<file path="config.mk">
export PLATFORM = sky130hd
export DESIGN_NAME = fs_accel_opack
export DESIGN_NICKNAME = d
export VERILOG_FILES = /design/src/rtl/fs_accel_pkg.sv /design/src/rtl/fs_accel_requant.sv /design/src/rtl/fs_accel_opack.sv
export SDC_FILE = /design/constraint.sdc
export NUM_CORES = 2
export LEC_CHECK = 0
export CAP_MARGIN = 20
export CORE_MARGIN = 2
export CORE_UTILIZATION = 44
export DETAILED_ROUTE_END_ITERATION = 12
export DONT_BUFFER_PORTS = 1
export PLACE_DENSITY = 0.72
export SYNTH_ARGS = -nofsm -noshare
export SYNTH_HDL_FRONTEND = slang
export SYNTH_HIERARCHICAL = 1
export SYNTH_SLANG_ARGS = --single-unit
</file>
<file path="constraint.sdc">
create_clock -name clk -period 8.25 [get_ports clk]
set_clock_uncertainty 0.05 [all_clocks]
set_input_delay 1.2375 -clock clk [delete_from_list [all_inputs] [get_ports clk]]
set_output_delay 1.2375 -clock clk [all_outputs]
set_load 0.005 [all_outputs]
</file>
<file path="src/rtl/fs_accel_pkg.sv">
// Shared constants for the accelerator output requantize-and-pack stage.
package fs_accel_pkg;

  localparam int unsigned ACC_W_DEF = 32;
  localparam int unsigned MUL_W_DEF = 16;
  localparam int unsigned SH_W_DEF  = 5;

  localparam int unsigned LANES  = 4;
  localparam int          I8_MIN = -128;
  localparam int          I8_MAX = 127;

endpackage

</file>
<file path="src/rtl/fs_accel_requant.sv">
// Combinational round-half-up shift, zero-point add, optional ReLU and int8 saturation.
module fs_accel_requant
  import fs_accel_pkg::*;
#(
  parameter int unsigned P_W  = 49,
  parameter int unsigned SH_W = SH_W_DEF
) (
  input  logic signed [P_W-1:0]  p,
  input  logic        [SH_W-1:0] shift,
  input  logic        [7:0]      zp,
  input  logic                   relu_en,
  output logic        [7:0]      q
);

  // One guard bit so the rounding add can never wrap.
  localparam int unsigned W = P_W + 1;

  logic signed [W-1:0] pe, rnd, r, zpe, v_add, v_relu, hi, lo;

  assign pe  = {p[P_W-1], p};
  assign zpe = {{(W-8){zp[7]}}, zp};
  assign hi  = W'(I8_MAX);
  assign lo  = W'(I8_MIN);

  always_comb begin
    rnd = '0;
    if (shift != '0) begin
      rnd = W'(1) <<< (shift - SH_W'(1));
    end
    r      = (pe + rnd) >>> shift;
    v_add  = r + zpe;
    v_relu = (relu_en && (v_add < zpe)) ? zpe : v_add;
    if (v_relu > hi) begin
      q = 8'h7f;
    end else if (v_relu < lo) begin
      q = 8'h80;
    end else begin
      q = v_relu[7:0];
    end
  end

endmodule

</file>
<file path="src/rtl/fs_accel_opack.sv">
// Three-stage requantize pipeline (multiply, requant, pack) feeding the output buffer.
module fs_accel_opack
  import fs_accel_pkg::*;
#(
  parameter int unsigned ACC_W = ACC_W_DEF,
  parameter int unsigned MUL_W = MUL_W_DEF,
  parameter int unsigned SH_W  = SH_W_DEF
) (
  input  logic             clk,
  input  logic             resetn,
  input  logic             enb,
  input  logic [ACC_W-1:0] acc_di,
  input  logic             acc_valid,
  input  logic             acc_last,
  output logic             acc_ready,
  input  logic [MUL_W-1:0] quant_mult,
  input  logic [SH_W-1:0]  quant_shift,
  input  logic [7:0]       quant_zp,
  input  logic             relu_en,
  output logic [31:0]      obuf_di,
  output logic             obuf_ld_wrn,
  output logic             busy
);

  localparam int unsigned P_W   = ACC_W + MUL_W + 1;
  localparam int unsigned CNT_W = $clog2(LANES);

  logic signed [P_W-1:0]   acc_ext, mult_ext, p1_d, p1_q;
  logic                    valid1_q, last1_q;
  logic        [7:0]       byte_d, byte2_q;
  logic                    valid2_q, last2_q;
  logic        [CNT_W-1:0] cnt_d, cnt_q;
  logic        [31:0]      pack_d, pack_q, merged;
  logic        [31:0]      word_d, word_q;
  logic                    ld_d, ld_q;

  assign acc_ready = enb;

  // Product fits exactly in P_W bits, so the truncated multiply loses nothing.
  assign acc_ext  = {{(P_W-ACC_W){acc_di[ACC_W-1]}}, acc_di};
  assign mult_ext = {{(P_W-MUL_W){1'b0}}, quant_mult};
  assign p1_d     = acc_ext * mult_ext;

  fs_accel_requant #(
    .P_W  (P_W),
    .SH_W (SH_W)
  ) u_requant (
    .p       (p1_q),
    .shift   (quant_shift),
    .zp      (quant_zp),
    .relu_en (relu_en),
    .q       (byte_d)
  );

  always_comb begin
    merged = pack_q | (32'(byte2_q) << {cnt_q, 3'b000});
    cnt_d  = cnt_q;
    pack_d = pack_q;
    word_d = word_q;
    ld_d   = 1'b0;
    if (valid2_q) begin
      if ((cnt_q == CNT_W'(LANES - 1)) || last2_q) begin
        word_d = merged;
        ld_d   = 1'b1;
        cnt_d  = '0;
        pack_d = '0;
      end else begin
        pack_d = merged;
        cnt_d  = cnt_q + CNT_W'(1);
      end
    end
  end

  always_ff @(posedge clk or negedge resetn) begin
    if (!resetn) begin
      p1_q     <= '0;
      valid1_q <= 1'b0;
      last1_q  <= 1'b0;
      byte2_q  <= '0;
      valid2_q <= 1'b0;
      last2_q  <= 1'b0;
      cnt_q    <= '0;
      pack_q   <= '0;
      word_q   <= '0;
      ld_q     <= 1'b0;
    end else if (enb) begin
      p1_q     <= p1_d;
      valid1_q <= acc_valid;
      last1_q  <= acc_valid && acc_last;
      byte2_q  <= byte_d;
      valid2_q <= valid1_q;
      last2_q  <= last1_q;
      cnt_q    <= cnt_d;
      pack_q   <= pack_d;
      word_q   <= word_d;
      ld_q     <= ld_d;
    end
  end

  assign obuf_di     = word_q;
  assign obuf_ld_wrn = ld_q;
  assign busy        = valid1_q | valid2_q | (cnt_q != '0) | ld_q;

endmodule

</file>
==> Word level (Yosys, flattened, before mapping) <==
Cells that the tools add are included.
{ "totals": {"regBits": 128, "input_bits": 67} }
{ "classes": {"add_sub_neg": 4, "n_mul": 1, "n_lt_le_gt_ge": 3, "eq_ne": 1, "shift": 3, "mux": 8, "bitwise_logic": 4, "reduce_logical": 7} }
{ "ops": {"columns": ["cell", "n"], "rows": [
  ["$mux 50", 2],
  ["$add 49x50->50", 1],
  ["$add 50x8->50", 1],
  ["$gt 50x8->1 const B", 1],
  ["$lt 50x8->1", 1],
  ["$lt 50x8->1 const B", 1],
  ["$sshl 2x5->50 const A", 1],
  ["$sshr 50x5->50", 1],
  ["$mul 32x17->49", 1],
  ["$mux 32", 1],
  ["$or 32x32->32", 1],
  ["$shl 8x5->32", 1],
  ["$mux 8", 2],
  ["$reduce_bool 5->1", 1],
  ["$sub 5x1->5 const B", 1],
  ["$or 1x1->1", 3],
  ["$reduce_and 3->1", 1],
  ["$add 2x1->2 const B", 1],
  ["$eq 2x2->1 const B", 1],
  ["$logic_and 1x1->1", 2],
  ["$mux 1", 2],
  ["$mux 2", 1],
  ["$reduce_and 2->1", 1],
  ["$reduce_bool 2->1", 1],
  ["$logic_or 1x1->1", 1]
]} }

==> Depth between registers and ports, before layout <==
{ "depth": {"depth_word": 12, "ltp_mapped": 44, "depth_no_buf": 40} }

==> Cells and area by module <==
The synthesis kept the hierarchy.
{ "by_module_without_submodules": {"columns": ["module", "n_inst", "cells_each", "area_per_inst_um2", "seq_area_each_um2"], "rows": [
  ["fs_accel_opack", 1, 2509, 23020.8, 3203.1],
  ["fs_accel_requant", 1, 1632, 10835.4, 0.0]
]} }

==> Least setup slack after synthesis <==
OpenSTA, ideal clock, no wires.
{ "synth_timing": {"kind": "input to register", "from": "in quant_shift[2]", "to": "reg byte2_q[0]", "setup_ps": 125, "arrival_ps": 10208, "required_time_ps": 8075, "slack_ps": -2132, "path_stages": 44, "path_buffers": 5, "cell_sequence": "clkbuf_1 -> inv_1 -> buf_1 -> buf_1 -> clkbuf_1 -> nand2_1 -> nor2_1 -> ha_1 -> clkbuf_1 -> nand2_1 -> o21ba_2 -> and3_1 -> a211oi_1 -> nor4_1 -> nor3_1 -> mux2_2 -> o21a_1 -> a21oi_1 -> (+8 left out) -> a311oi_1 -> o21ai_0 -> o21bai_1 -> a31o_2 -> a21oi_1 -> xnor2_1 -> ha_1 -> and3_1 -> nand4_1 -> nor2_1 -> a211oi_1 -> nand3_1 -> mux2_2 -> and2_2 -> or3_1 -> nor4_4 -> o22ai_1 -> mux2_2"} }
{ "synth_via": {"elab_chain_len": 12} }
{ "synth_lines": {"columns": ["element", "line_no", "rtl"], "rows": [
  ["start, declared", "fs_accel_opack.sv:17", "input logic [SH_W-1:0] quant_shift,"],
  ["$sub 5x1->5", "fs_accel_requant.sv:28", "rnd = W'(1) <<< (shift - SH_W'(1));"],
  ["$sshl 2x5->50", "fs_accel_requant.sv:28", null],
  ["$mux 50", "fs_accel_requant.sv:27", "if (shift != '0) begin"],
  ["$add 49x50->50", "fs_accel_requant.sv:30", "r = (pe + rnd) >>> shift;"],
  ["$sshr 50x5->50 (*)", "fs_accel_requant.sv:30", null],
  ["$add 50x8->50 (*)", "fs_accel_requant.sv:31", "v_add = r + zpe;"],
  ["$lt 50x8->1", "fs_accel_requant.sv:32", "v_relu = (relu_en && (v_add < zpe)) ? zpe : v_add;"],
  ["$logic_and 1x1->1", "fs_accel_requant.sv:32", null],
  ["$mux 50 (*)", "fs_accel_requant.sv:32", null],
  ["$lt 50x8->1", "fs_accel_requant.sv:35", "end else if (v_relu < lo) begin"],
  ["$mux 8", "fs_accel_requant.sv:35", null],
  ["$mux 8 (*)", "fs_accel_requant.sv:33", "if (v_relu > hi) begin"],
  ["net byte_d[0]", "fs_accel_opack.sv:30", "logic [7:0] byte_d, byte2_q;"],
  ["end signal, assigned", "fs_accel_opack.sv:90", "byte2_q <= byte_d;"],
  ["end, declared", "fs_accel_opack.sv:30", null]
]} }
Mark *: on every way through the listed nets, which the timed path passes. The rest lies on a longest branch.
A chain may end at the register's enable or synchronous reset.

==> Final worst setup path <==
{ "layout_timing": {"from": "in quant_shift[3]", "to": "reg byte2_q[4]"} }
The elaborated chain is that of the path after synthesis.

==> impl_metrics.toml <==
[run_status]
outcome = "finished with violations"
violations = "negative setup slack"

[die]
die_area_mm2 = 0.07918
initial_utilization_pct = 44.50
die_x_um = 281.4
io_pins = 102
rows = 101
core_area_mm2 = 0.07608
die_h_um = 281.4

[synthesis]
yosysTopAreaCell = "fa_1"
synth_area_leaders = "fa_1, dfrtp_1, ha_1"
synth_ff_type = "dfrtp_1"
synthArstFlopShare_pct = 100.0
synthCells = 4141
avgSynthCellArea_um2 = 8.176
synth_edf_count = 0
synthesis.nets = 4947
ys_seq_area_share_pct = 9.461
synth_warnings = 6
netlist_area_mm2 = 0.03386
ys_seq_elements = 128
synth.distinct_cells = 113
synth_top_area_share_pct = 29.03

[clock_tree]
cts_buffers = 17
clk_path_buf_depth = 2
cts_hold_buf = 0
clock_latency_ns = 0.44
h-tree-depth = 4
path_clk_slew_ns = 0.07
cts_sinks = 128
cts_tree = "done"
root_buffer = "clkbuf_16"

[timing]
worstMarginPinSlew_ns = 1.003
fin_crit_sh_pct = 111.9
layout_setup_ws_ns = -0.9810
setup_viol = 8
finalSetupTns_ns = -7.351
maxSlewHeadroom_pct = 32.59
hold_viol = 0
fin_crit_ns = 9.231
hold_slack_ns = 0.4370
slew_viol_final = 0
fmax_mhz = 108.3
rsz0062_at_grt = "yes"

[grt]
grt_pass1_wl_um = 167200
antenna_found_initial = 0
grt_max_degree = 129
overflow = 0
grt_pass1_vias = 32446
grt_use_total_pct = 26.14

[worst_setup_path]
worstSetupPathType = "input port to flip-flop"
cpMaxStageDelayCell = "mux4_2"
critPathMaxStageDelay_ns = 0.51
crit_top_cell = "buf_4"
crit_fanout = 60
cp-startpoint = "quant_shift[3]"
endpoint_kind = "flip-flop"
reg2reg_depth = 36
cp_data_required_time_ns = 8.53
r2r-start = "p1_q[0]$_DFFE_PN0P_"
startpoint_type = "input port"
arrival_ns = 9.51

[route]
via_count = 31710
ant_nets = 0
wl_um = 103700
drtIter0Drc = 2304
avgRoutedWirePerCell_um = 18.53
viasPerCell = 5.667
drcViolationCount = 0
drtPass1Iterations = 9

[cells_and_area]
area_growth_pct = 22.45
antenna-diode-count = 0
fillers = 6851
drive_gt1_share_pct = 23.06
fin_nets = 5359

[placement]
gp_congestion = 0.9755
dp_hpwl_um = 80390
port_buffers = 0
dp_slack_ns = -1.675

[flow_run]
drv_cap = 0

[worst_hold_path]
hp-class = "input port to asynchronous set/reset pin"
worst paths after layout:
check / to / slack, ns
hold / removal: obuf_di[26]$_DFFE_PN0P_ / 0.44
max in group asynchronous: p1_q[13]$_DFFE_PN0P_ / 7.41
hold reg to reg: pack_q[19]$_DFFE_PN0P_ / 0.45
setup reg to reg: byte2_q[4]$_DFFE_PN0P_ / -0.10
setup / recovery: byte2_q[4]$_DFFE_PN0P_ / -0.98
min in group clk: pack_q[19]$_DFFE_PN0P_ / 0.45
cells in the final DEF (no fill, tap or decap), types with 22 or more instances in the layout:
cell type / synthesis / layout
mux2i_1: 63 / 50
ha_1: 248 / 217
ha_4: 0 / 22
o21ai_0: 175 / 146
and2_1: 265 / 261
buf_4: 4 / 585
a21o_1: 57 / 57
nand4_1: 50 / 50
nand3_1: 50 / 47
a211oi_1: 44 / 24
fa_1: 491 / 489
xnor2_1: 63 / 53
o211ai_1: 31 / 31
nor2_1: 237 / 209
nand2_1: 516 / 497
o21ai_1: 14 / 27
dfrtp_1: 128 / 128
inv_1: 627 / 622
a21oi_2: 0 / 40
o21a_1: 28 / 26
mux2_2: 69 / 57
nor3_1: 56 / 42
a21oi_1: 285 / 242
xor2_1: 46 / 40
kinds of logic (layout without fill, tap and decap cells):
family | after synthesis | after routing | share of synthesized area (%)
simple gates | 1315 | 1315 | 18.81
flops | 128 | 128 | 9.461
other cells | 1 | 1 | 0.01108
mux | 137 | 137 | 4.490
compound gates | 874 | 875 | 16.74
xor+xnor | 109 | 109 | 2.820
buf+inv | 838 | 1262 | 9.472
fa+ha+maj | 739 | 739 | 38.20
cell usage after synthesis, types with 13 or more instances:
| cell | n |
|---|---|
| inv_1 | 627 |
| nand2_1 | 516 |
| fa_1 | 491 |
| a21oi_1 | 285 |
| and2_1 | 265 |
| ha_1 | 248 |
| nor2_1 | 237 |
| o21ai_0 | 175 |
| clkbuf_1 | 168 |
| dfrtp_1 | 128 |
| mux2_2 | 69 |
| mux2i_1 | 63 |
| xnor2_1 | 63 |
| a21o_1 | 57 |
| nor3_1 | 56 |
| nand3_1 | 50 |
| nand4_1 | 50 |
| xor2_1 | 46 |
| a211oi_1 | 44 |
| o211ai_1 | 31 |
| o21a_1 | 28 |
| nor4_1 | 22 |
| buf_1 | 21 |
| o21bai_1 | 21 |
| o22ai_1 | 20 |
| o31ai_1 | 19 |
| and3_1 | 18 |
| a31oi_1 | 17 |
| or3_1 | 15 |
| o21ai_1 | 14 |
| nand2b_1 | 13 |
timing repair:
action                                  4_1_cts  5_1_grt
setup buffers                                55       33
endpoints found under the setup margin        8        8
pin swaps                                    83       91
gates cloned                                  1        0
resized for setup                           188      154
stage by stage:
stage	cells	utilization, %	instance area, um2
6_report	5596	54.49	41460
2_1_floorplan	4141	-	34320
4_1_cts	5565	53.13	40420
5_1_grt	5596	54.49	41460
3_3_place_gp	5479	50.69	38560
3_5_place_dp	5479	50.69	38560
critical path: cells and delay by family:
kind                       cells  cell delay, ns
muxes                          4            1.61
and+or+nand+nor               16            2.90
adders and majority gates      3            0.79
xor gates and xnor gates       1            0.31
AOI/OAI and AO/OA              9            1.46
buffers and inverters          7            1.20
registers in the layout (all words and copies together), names as in the netlist:
signal       flops
valid1_q         1
p1_q            49
obuf_ld_wrn      1
byte2_q          8
cnt_q            2
obuf_di         32
pack_q          32
last1_q          1
last2_q          1
valid2_q         1
final cells by class:
type	instances	area [um2]	area share [%]
well taps	1030	1289	3.109
clock inverters	15	185.2	0.4467
multi-input cells	3176	29380	70.87
inverters	628	2369	5.713
clock buffers	17	425.4	1.026
repair buffers	602	4604	11.11
flip-flops and latches	128	3203	7.726
layer usage:
metal	GRT usage [%]	up-vias	routed length [um]
met5	0	-	0
met4	8.702	0	3420
met2	44.72	1262	49970
li1	-	14540	-
met3	3.538	236	6876
met1	34.10	15672	43420
Power is left out: the tool's default activity adds up to more than one toggle a clock period on the data nets, which glitch-free logic cannot reach.
